## config.mk

```make
export PLATFORM = sky130hd
export DESIGN_NAME = mul_tc_16_16_booth_seq
export DESIGN_NICKNAME = d
export VERILOG_FILES = /design/src/rtl/mul_tc_16_16_booth_seq.sv
export SDC_FILE = /design/constraint.sdc
export NUM_CORES = 1
export LEC_CHECK = 0
export ABC_AREA = 1
export CORE_UTILIZATION = 51
export DETAILED_ROUTE_END_ITERATION = 7
export PLACE_DENSITY = 0.89
export REMOVE_ABC_BUFFERS = 1
export SETUP_SLACK_MARGIN = 0.1
export SLEW_MARGIN = 20
export SYNTH_ARGS = -nofsm -noshare
export SYNTH_HDL_FRONTEND = slang
export SYNTH_SLANG_ARGS = --single-unit
```

## constraint.sdc

```tcl
create_clock -name clk -period 4.5 [get_ports clk]
set_input_delay 1.125 -clock clk [delete_from_list [all_inputs] [get_ports clk]]
set_output_delay 1.125 -clock clk [all_outputs]
set_load 0.01 [all_outputs]
```

## src/rtl/mul_tc_16_16_booth_seq.sv

```systemverilog
// Sequential radix-4 Booth multiplier (16x16 signed -> 32) that drives an external 32-bit adder.
// Optional EARLY_TERM_EN: leave RUN as soon as the remaining Booth digits of b are all zero.
module mul_tc_16_16_booth_seq (
    input  logic        clk,
    input  logic        rst_n,
    input  logic        in_valid,
    output logic        in_ready,
    input  logic [15:0] a,
    input  logic [15:0] b,
    output logic [31:0] add_a,
    output logic [31:0] add_b,
    input  logic [31:0] add_sum,
    output logic        out_valid,
    input  logic        out_ready,
    output logic [31:0] product
);

    // state | meaning
    // IDLE  | waiting for operands, in_ready=1
    // RUN   | one Booth digit per cycle, acc accumulates adder sum
    // DONE  | product valid, held until out_ready
    typedef enum logic [1:0] {IDLE, RUN, DONE} state_t;

    state_t      state_q;
    logic [15:0] a_q;
    logic [15:0] b_q;
    logic [31:0] acc_q;
    logic [2:0]  i_q;
    logic        in_ready_q;
    logic        out_valid_q;

    logic [16:0] b_ext;
    logic [3:0]  shamt;
    logic [2:0]  trip;
    logic [17:0] a_x1;
    logic [17:0] a_x2;
    logic [17:0] pp;
    logic [31:0] pp_ext;
    logic [31:0] pp_shift;
    logic        run;
    logic        last_digit;

    assign b_ext = {b_q, 1'b0};
    assign shamt = {i_q, 1'b0};
    assign trip  = b_ext[shamt +: 3];
    assign a_x1  = {{2{a_q[15]}}, a_q};
    assign a_x2  = {a_q[15], a_q, 1'b0};

    // The adder has no carry-in, so negative partial products are negated here.
    always_comb begin
        pp = '0;
        case (trip)
            3'b001, 3'b010: pp = a_x1;
            3'b011:         pp = a_x2;
            3'b100:         pp = ~a_x2 + 18'd1;
            3'b101, 3'b110: pp = ~a_x1 + 18'd1;
            default:        pp = '0;
        endcase
    end

    assign pp_ext   = {{14{pp[17]}}, pp};
    assign pp_shift = pp_ext << shamt;
    assign run      = (state_q == RUN);
    assign add_a    = run ? acc_q : 32'd0;
    assign add_b    = run ? pp_shift : 32'd0;

`ifdef EARLY_TERM_EN
    // Arithmetic shift leaves only b[15:2i+1] plus sign copies; all-equal means all 0s or all 1s.
    logic [15:0] b_rest;
    assign b_rest     = $signed(b_q) >>> (shamt + 4'd1);
    assign last_digit = (&b_rest) || ~(|b_rest);
`else
    assign last_digit = (i_q == 3'd7);
`endif

    always_ff @(posedge clk or negedge rst_n) begin
        if (!rst_n) begin
            state_q     <= IDLE;
            a_q         <= '0;
            b_q         <= '0;
            acc_q       <= '0;
            i_q         <= '0;
            in_ready_q  <= 1'b1;
            out_valid_q <= 1'b0;
        end else begin
            case (state_q)
                IDLE: begin
                    if (in_valid && in_ready_q) begin
                        a_q        <= a;
                        b_q        <= b;
                        acc_q      <= '0;
                        i_q        <= '0;
                        in_ready_q <= 1'b0;
                        state_q    <= RUN;
                    end
                end
                RUN: begin
                    acc_q <= add_sum;
                    i_q   <= i_q + 3'd1;
                    if (last_digit) begin
                        out_valid_q <= 1'b1;
                        state_q     <= DONE;
                    end
                end
                DONE: begin
                    if (out_ready) begin
                        out_valid_q <= 1'b0;
                        in_ready_q  <= 1'b1;
                        state_q     <= IDLE;
                    end
                end
                default: begin
                    out_valid_q <= 1'b0;
                    in_ready_q  <= 1'b1;
                    state_q     <= IDLE;
                end
            endcase
        end
    end

    assign in_ready  = in_ready_q;
    assign out_valid = out_valid_q;
    assign product   = acc_q;

endmodule

```

# After elaboration in Yosys (flattened, before gate mapping)
# Cells that the tools add are included.
[word_totals]
ff_bits = 71
inputBits = 68
output_inout_bits = 98
word_cells = 55
[classes]
addsub = 3
n_eq_ne = 12
n_shift = 2
n_mux = 17
bitwise = 4
n_reduce_logical = 10
[ops]
columns = ["cell", "n"]
rows = [
  ["32-bit two-way mux", 3],
  ["18-bit one-hot mux with 4 select lines", 1],
  ["32-bit one-hot mux with 2 select lines", 1],
  ["18-bit by 1-bit adder with 18-bit output (second input constant)", 2],
  ["18-bit NOT", 2],
  ["32-bit by 4-bit left shift with 32-bit output", 1],
  ["17-bit by 5-bit indexed part select with 3-bit output", 1],
  ["3-bit == test (second input constant)", 4],
  ["3-bit AND reduction", 3],
  ["3-bit by 2-bit == test with 1-bit output (second input constant)", 2],
  ["2-bit two-way mux", 3],
  ["1-bit one-hot mux with 3 select lines", 2],
  ["2-bit one-hot mux with 3 select lines", 1],
  ["3-bit one-hot mux with 2 select lines", 1],
  ["1-bit two-way mux", 4],
  ["2-bit inequality test (second input constant)", 2],
  ["2-bit AND reduction", 2],
  ["2-bit OR reduction", 2],
  ["3-bit by 1-bit adder with 3-bit output (second input constant)", 1],
  ["3-bit by 1-bit == test with 1-bit output (second input constant)", 1],
  ["3-bit two-way mux", 1],
  ["2-bit by 1-bit == test with 1-bit output (second input constant)", 1],
  ["2-bit == test (second input constant)", 1],
  ["2-bit logical NOT", 1],
  ["4 further kinds", 5],
]

# Longest topological paths before layout
# Gate-level depths: netlist of the first run.
[depth]
word_depth = 6
mapped_depth = 18

# Worst setup path before layout of the first run
# OpenSTA, ideal clock, no wires.
[synth_timing]
kind = "flip-flop to output port"
from = "register i_q[0]"
to = "output add_b[27]"
arrival_time_ns = 1.908
t_required_ns = 3.375
setup_slack_ns = 1.467
stages_incl_launch_ff = 17
n_path_buf = 2
path_cell_list = "dfrtp_1 > buf_6 > inv_6 > buf_8 > nand2_2 > nand3_2 > nand2_1 > nand2_1 > nand2_2 > nand2_4 > nand2_4 > nor2_8 > nand2_2 > and2_4 > nor2_4 > nor2_4 > a21oi_1"
[synth_via]
elab_chain_len = 6
word_cells_on_any_way = 12
classes_between = "eq/ne (6); shift (2); mux (2); reduce/logical (2)"
[synth_lines]
columns = ["element", "line", "source"]
rows = [
  ["from (decl)", "28", "logic [2:0] i_q;"],
  ["from (signal assigned)", "99", "i_q <= i_q + 3'd1;"],
  ["17-bit by 5-bit indexed part select with 3-bit output", "45", "assign trip = b_ext[shamt +: 3];"],
  ["3-bit == test (tied with other cells)", "52", "case (trip)"],
  ["2-bit OR reduction", "52", ""],
  ["18-bit one-hot mux with 4 select lines", "52", ""],
  ["32-bit by 4-bit left shift with 32-bit output *", "62", "assign pp_shift = pp_ext << shamt;"],
  ["32-bit two-way mux *", "65", "assign add_b = run ? pp_shift : 32'd0;"],
  ["to (decl)", "11", "output logic [31:0] add_b,"],
]
# Every way passes the cells marked *; elsewhere a longest branch is shown, timed or not.

# Worst setup path in the final report of the first run
[layout_timing]
from = "register i_q[0]"
to = "output add_b[24]"
# The elaborated chain is that of the path after synthesis.

==> out/metrics.cfg, run 1 <==
[final_layout]
stdcell_count = 1080
drive_gt1_share_pct = 7.68
finalNetCount = 1017
syn_to_final_growth_pct = 39.9
final_area_um2 = 7010
antennaDiodeCount = 0
fill_cells = 758

[grt]
gr-total-overflow = 0
grt_pass1_wl_um = 24800
grt_usage_pct = 30.7
grt_pass1_vias = 5479
grt_max_degree = 65
antenna_found_initial = 0

[power]
powerDensity_nw_per_um2 = 987
leakagePower_nw = 3.39
ir_drop_mv = 0.469

[sta]
setup_viol = 0
timing.setup.tns_ns = 0
worst_pin_slew_ns = 0.886
skew_ns = 0.0186
fin_crit_sh_pct = 93.9
finalCriticalPeriod_ns = 4.22
drv_slew = 0
grt_setup_unrepaired = false
fmax_mhz = 237
hold_viol = 0
slew_headroom_pct = 40.9
fin_hold_ws_ns = 0.518

[clocking]
cts_buffers = 9
htree_levels = 3
cts_tree = done
clock_path_buffers = 2
clock-sinks = 71
path_clk_slew_ns = 0.08
clock_latency_ns = 0.36
ctsRootBufferMaster = clkbuf_8

[synth]
syn-cell-area_um2 = 5010
netlist_top_cells_count = nand2_1, nor2_1, inv_1
yosys.area.top_type_share_pct = 35.0
ys_ff_latch = 71
synth_most_common_cell = nand2_1
synth_seq_area_share_pct = 35.5
synth_cell_types = 34
yosysTopAreaCell = dfrtp_1
synth_warnings = 0
ys.flop_type = dfrtp_1
async_flop_share_pct = 100
ys_top_cells_by_area = dfrtp_1, nand2_1, nor2_1
syn_inst = 785
avgSynthCellArea_um2 = 6.38
synth_edf_count = 0

[die]
dieArea_um2 = 10200
num_rows = 35
fp.dieW_um = 101
ios = 166
start_util_pct = 53.4
core_area_um2 = 9370
die_y_um = 101

[drt]
initialDrtViolationCount = 307
dr.pass1.iters = 5
vias = 5671
wl_per_cell_um = 13.8
drc_errors = 0
wl_um = 14900
drtAntennaViolNets = 0
routed_via_density = 5.25

[critical_path]
critPathMaxFanout = 8
r2r_slack_ns = 2.34
path_class = flop to output port
start_kind = flop
cp-end-kind = output port
worstPathRequired_ns = 3.38
worstPathArrival_ns = 3.10

[placed_design]
place_area_um2 = 6710
place_inst = 1053
place.gp.congestion = 0.880
dp_hpwl_um = 11100
portBuffers = 165

[flow_run]
maxCapViolCount = 0

[run_status]
outcome = complete, no violations

[worst_hold_path]
hp-class = flop to flop

-- logic make-up (layout without fill, tap and decap cells) --
logic type	after synthesis	after routing	share of synthesized area [%]
simple gates	492	493	43.5
buf+inv	135	300	11.2
compound gates	80	80	8.32
flops	71	71	35.5
xor+xnor	4	4	0.700
fa+ha+maj	3	3	0.750
-- per-layer routing --
metal	GRT usage (%)	vias up	wire length [um]
met5	0	-	0
met4	11.7	0	420
met3	7.14	39	986
met2	52.7	231	7270
met1	37.6	2588	6250
li1	-	2813	-
-- power by group --
group	internal (mW)	switching, mW
clock network	0.203	0.259
logic	2.19	3.06
registers	0.959	0.247
total	3.35	3.57
-- path summary, 6_finish.rpt --
| check | to | start | cells after the start |
|---|---|---|---|
| min reg2reg | in_ready | in_ready | 1 |
| min in group asynchronous | product[27] | rst_n | 1 |
| max in group asynchronous | in_ready | rst_n | 2 |
| max reg2reg | product[21] | state_q[0] | 6 |
| min | in_ready | in_ready | 1 |
| max | add_b[24] | i_q[0] | 16 |
-- critical path, stage by stage (launching register included) --
cell and delay (ns):
dfrtp_4 0.55, buf_4 0.18, nand3_1 0.10, nand2_1 0.06, nand2_1 0.07, nand2_2 0.13
nand2_4 0.16, nand2_4 0.12, nor2_8 0.19, nand2_2 0.10, and2_4 0.19, nor2_4 0.11
nor2_4 0.07, inv_2 0.08, nand2_1 0.05, inv_1 0.05, clkdlybuf4s50_1 0.53
-- what timing repair did --
item,CTS,global route
pin swaps,0,6
setup buffers,0,9
endpoints found under the setup margin,27,31
gates cloned,0,2
gates resized for setup,1,11
hold buffers,0,0
-- layout by cell type, fill, tap and decap left out, types with 2 or more instances in the layout --
| cell | instances |
|---|---|
| and2_4 | 2 |
| nand3_4 | 2 |
| inv_2 | 4 |
| o21ai_0 | 70 |
| nand4_1 | 43 |
| clkdlybuf4s50_1 | 164 |
| nor2_1 | 100 |
| nand2_4 | 4 |
| clkinvlp_4 | 2 |
| ha_1 | 2 |
| xor2_1 | 3 |
| nand3_1 | 70 |
| nand2_2 | 9 |
| clkbuf_8 | 9 |
| buf_4 | 18 |
| inv_1 | 95 |
| nand2_1 | 247 |
| clkinv_4 | 2 |
| dfrtp_2 | 2 |
| nor2_4 | 5 |
| nand3_2 | 3 |
| inv_6 | 2 |
| nor3_1 | 5 |
| a21oi_1 | 4 |
| dfrtp_1 | 67 |
-- final cells by class --
cell class | instances | area [um2] | share of cell area [%]
well taps | 129 | 161 | 2.30
flip-flops and latches | 71 | 1780 | 25.5
clock inverters | 6 | 46.3 | 0.660
repair inverters | 1 | 8.76 | 0.125
inverters | 100 | 388 | 5.53
repair buffers | 183 | 1780 | 25.4
clock buffers | 10 | 128 | 1.82
multi-input cells | 580 | 2710 | 38.7
-- state kept, by name, indices dropped and copies added (netlist names) --
signal     cells
i_q            3
a_q           16
state_q        2
in_ready       1
product       32
out_valid      1
b_q           16
-- metrics by stage --
step           utilization (%)  power, mW  setup WS (ns)
6_report                  74.8       6.92          0.275
5_1_grt                   74.8       7.59         0.0799
4_1_cts                   73.5       6.70          0.104
3_5_place_dp              71.6       6.21          0.394
3_3_place_gp              71.6       6.15          0.428
2_1_floorplan                -       4.21          0.586
No activity file was read; power rests on OpenSTA's default activity.
==> run 2: changes to the inputs <==
Settings changed: RECOVER_POWER set to 25.
==> out/metrics.cfg, run 2 (synthesis results as in run 1) <==
[power]
powerDensity_nw_per_um2 = 988
p_total_mw = 6.92
leakagePower_nw = 3.38
ir_drop_mv = 0.469

[critical_path]
worstPathRequired_ns = 3.38
start_kind = flop
r2r_cells = 6
path_class = flop to output port
critPathMaxFanout = 8
cp-end-kind = output port
worstPathArrival_ns = 3.11
r2r_slack_ns = 2.35
worstSetupStartpoint = i_q[0]
endpoint = add_b[24]
r2r-end = product[21]
r2r_start = state_q[0]

[die]
die_y_um = 101
start_util_pct = 53.4
core_area_um2 = 9370
dieArea_um2 = 10200
ios = 166
fp.dieW_um = 101
num_rows = 35

[drt]
vias = 5647
wl_um = 14900
dr.pass1.iters = 5
wl_per_cell_um = 13.8
routed_via_density = 5.23
drtAntennaViolNets = 0
drc_errors = 0
initialDrtViolationCount = 303

[clocking]
ctsRootBufferMaster = clkbuf_8
clock-sinks = 71
clock_path_buffers = 2
clock_latency_ns = 0.36
path_clk_slew_ns = 0.09
cts_buffers = 9
postCtsHoldBufs = 0
htree_levels = 3
cts_tree = done

[sta]
timing.setup.tns_ns = 0
hold_viol = 0
setup_viol = 0
skew_ns = 0.0192
grt_setup_unrepaired = false
worst_pin_slew_ns = 1.56
setup_ws_ns = 0.265
fmax_mhz = 236
slew_headroom_pct = -4.11
fin_crit_sh_pct = 94.1
finalCriticalPeriod_ns = 4.24
drv_slew = 30
fin_hold_ws_ns = 0.519

[run_status]
outcome = finished, violations left
violations = max-capacitance violations, max-slew violations

[grt]
grt_usage_pct = 30.7
grt_pass1_wl_um = 24800
gr-total-overflow = 0
antenna_found_initial = 0
grt_max_degree = 65
grt_pass1_vias = 5479

[placed_design]
place.gp.congestion = 0.880
pre_cts_ws_ns = 0.394
portBuffers = 165
dp_hpwl_um = 11100
place_inst = 1053
place_area_um2 = 6710

[worst_hold_path]
min_path_cells = 1
hp-class = flop to flop

[final_layout]
mostFrequentLayoutCells = nand2_1, clkdlybuf4s50_1, nor2_1
final_area_um2 = 7000
post-route-util_pct = 74.7
finalNetCount = 1017
syn_to_final_growth_pct = 39.8
stdcell_count = 1080
drive_gt1_share_pct = 7.36
final_common_cell = nand2_1
largest_reg_flops = 32
antennaDiodeCount = 0

[flow_run]
maxCapViolCount = 2

[run 2: cell types whose count changed in the layout (fill, tap and decap cells not counted), sizes merged]
cell           change
dlygate4sd3        +2
buf                -3
clkbuf             +3
clkdlybuf4s50      -2
[run 2: worst min path at each step]
stage / from / to
floorplan: state_q[1] / out_valid
global placement: in_ready / in_ready
detailed placement: in_ready / in_ready
CTS: state_q[1] / out_valid
global route: state_q[1] / out_valid
finish: state_q[1] / out_valid
[run 2: area by class of cell]
type	count	area, um2
clock buffers	10	128
clock inverters	6	46.3
fillers	761	2370
inverters	100	388
multi-input cells	580	2710
flip-flops and latches	71	1780
well taps	129	161
repair buffers	183	1770
repair inverters	1	8.76
[run 2: routing by layer]
metal	up-vias	global-route usage, %	routed length [um]
met4	0	11.7	426
met3	39	7.14	980
met1	2586	37.6	6220
li1	2812	-	-
met5	-	0	0
met2	210	52.7	7270
[run 2: repair_timing]
item | 4_1_cts | 5_1_grt
cloned | 0 | 2
endpoints found under the setup margin | 27 | 31
pin swaps | 0 | 6
setup buffers | 0 | 9
resized for setup | 1 | 11
[run 2: critical path, stage by stage, from the launching register on]
cell and delay (ns):
dfrtp_4 0.55, buf_4 0.18, nand3_1 0.11, nand2_1 0.07, nand2_1 0.07, nand2_2 0.13
nand2_4 0.15, nand2_4 0.12, nor2_8 0.19, nand2_2 0.10, and2_4 0.19, nor2_4 0.11
nor2_4 0.07, inv_2 0.08, nand2_1 0.05, inv_1 0.05, clkdlybuf4s50_1 0.53
[run 2: report_power, final]
part / total [mW] / internal [mW] / switching, mW
Sequential: 1.21 / 0.959 / 0.248
Clock: 0.463 / 0.203 / 0.260
Combinational: 5.25 / 2.18 / 3.06
Total: 6.92 / 3.35 / 3.57
==> run 3: changes to the inputs <==
Settings changed: GPL_TIMING_DRIVEN set to 1.
==> results of run 3 <==
Same layout as run 2: the final DEF is identical, and so are final timing and power.
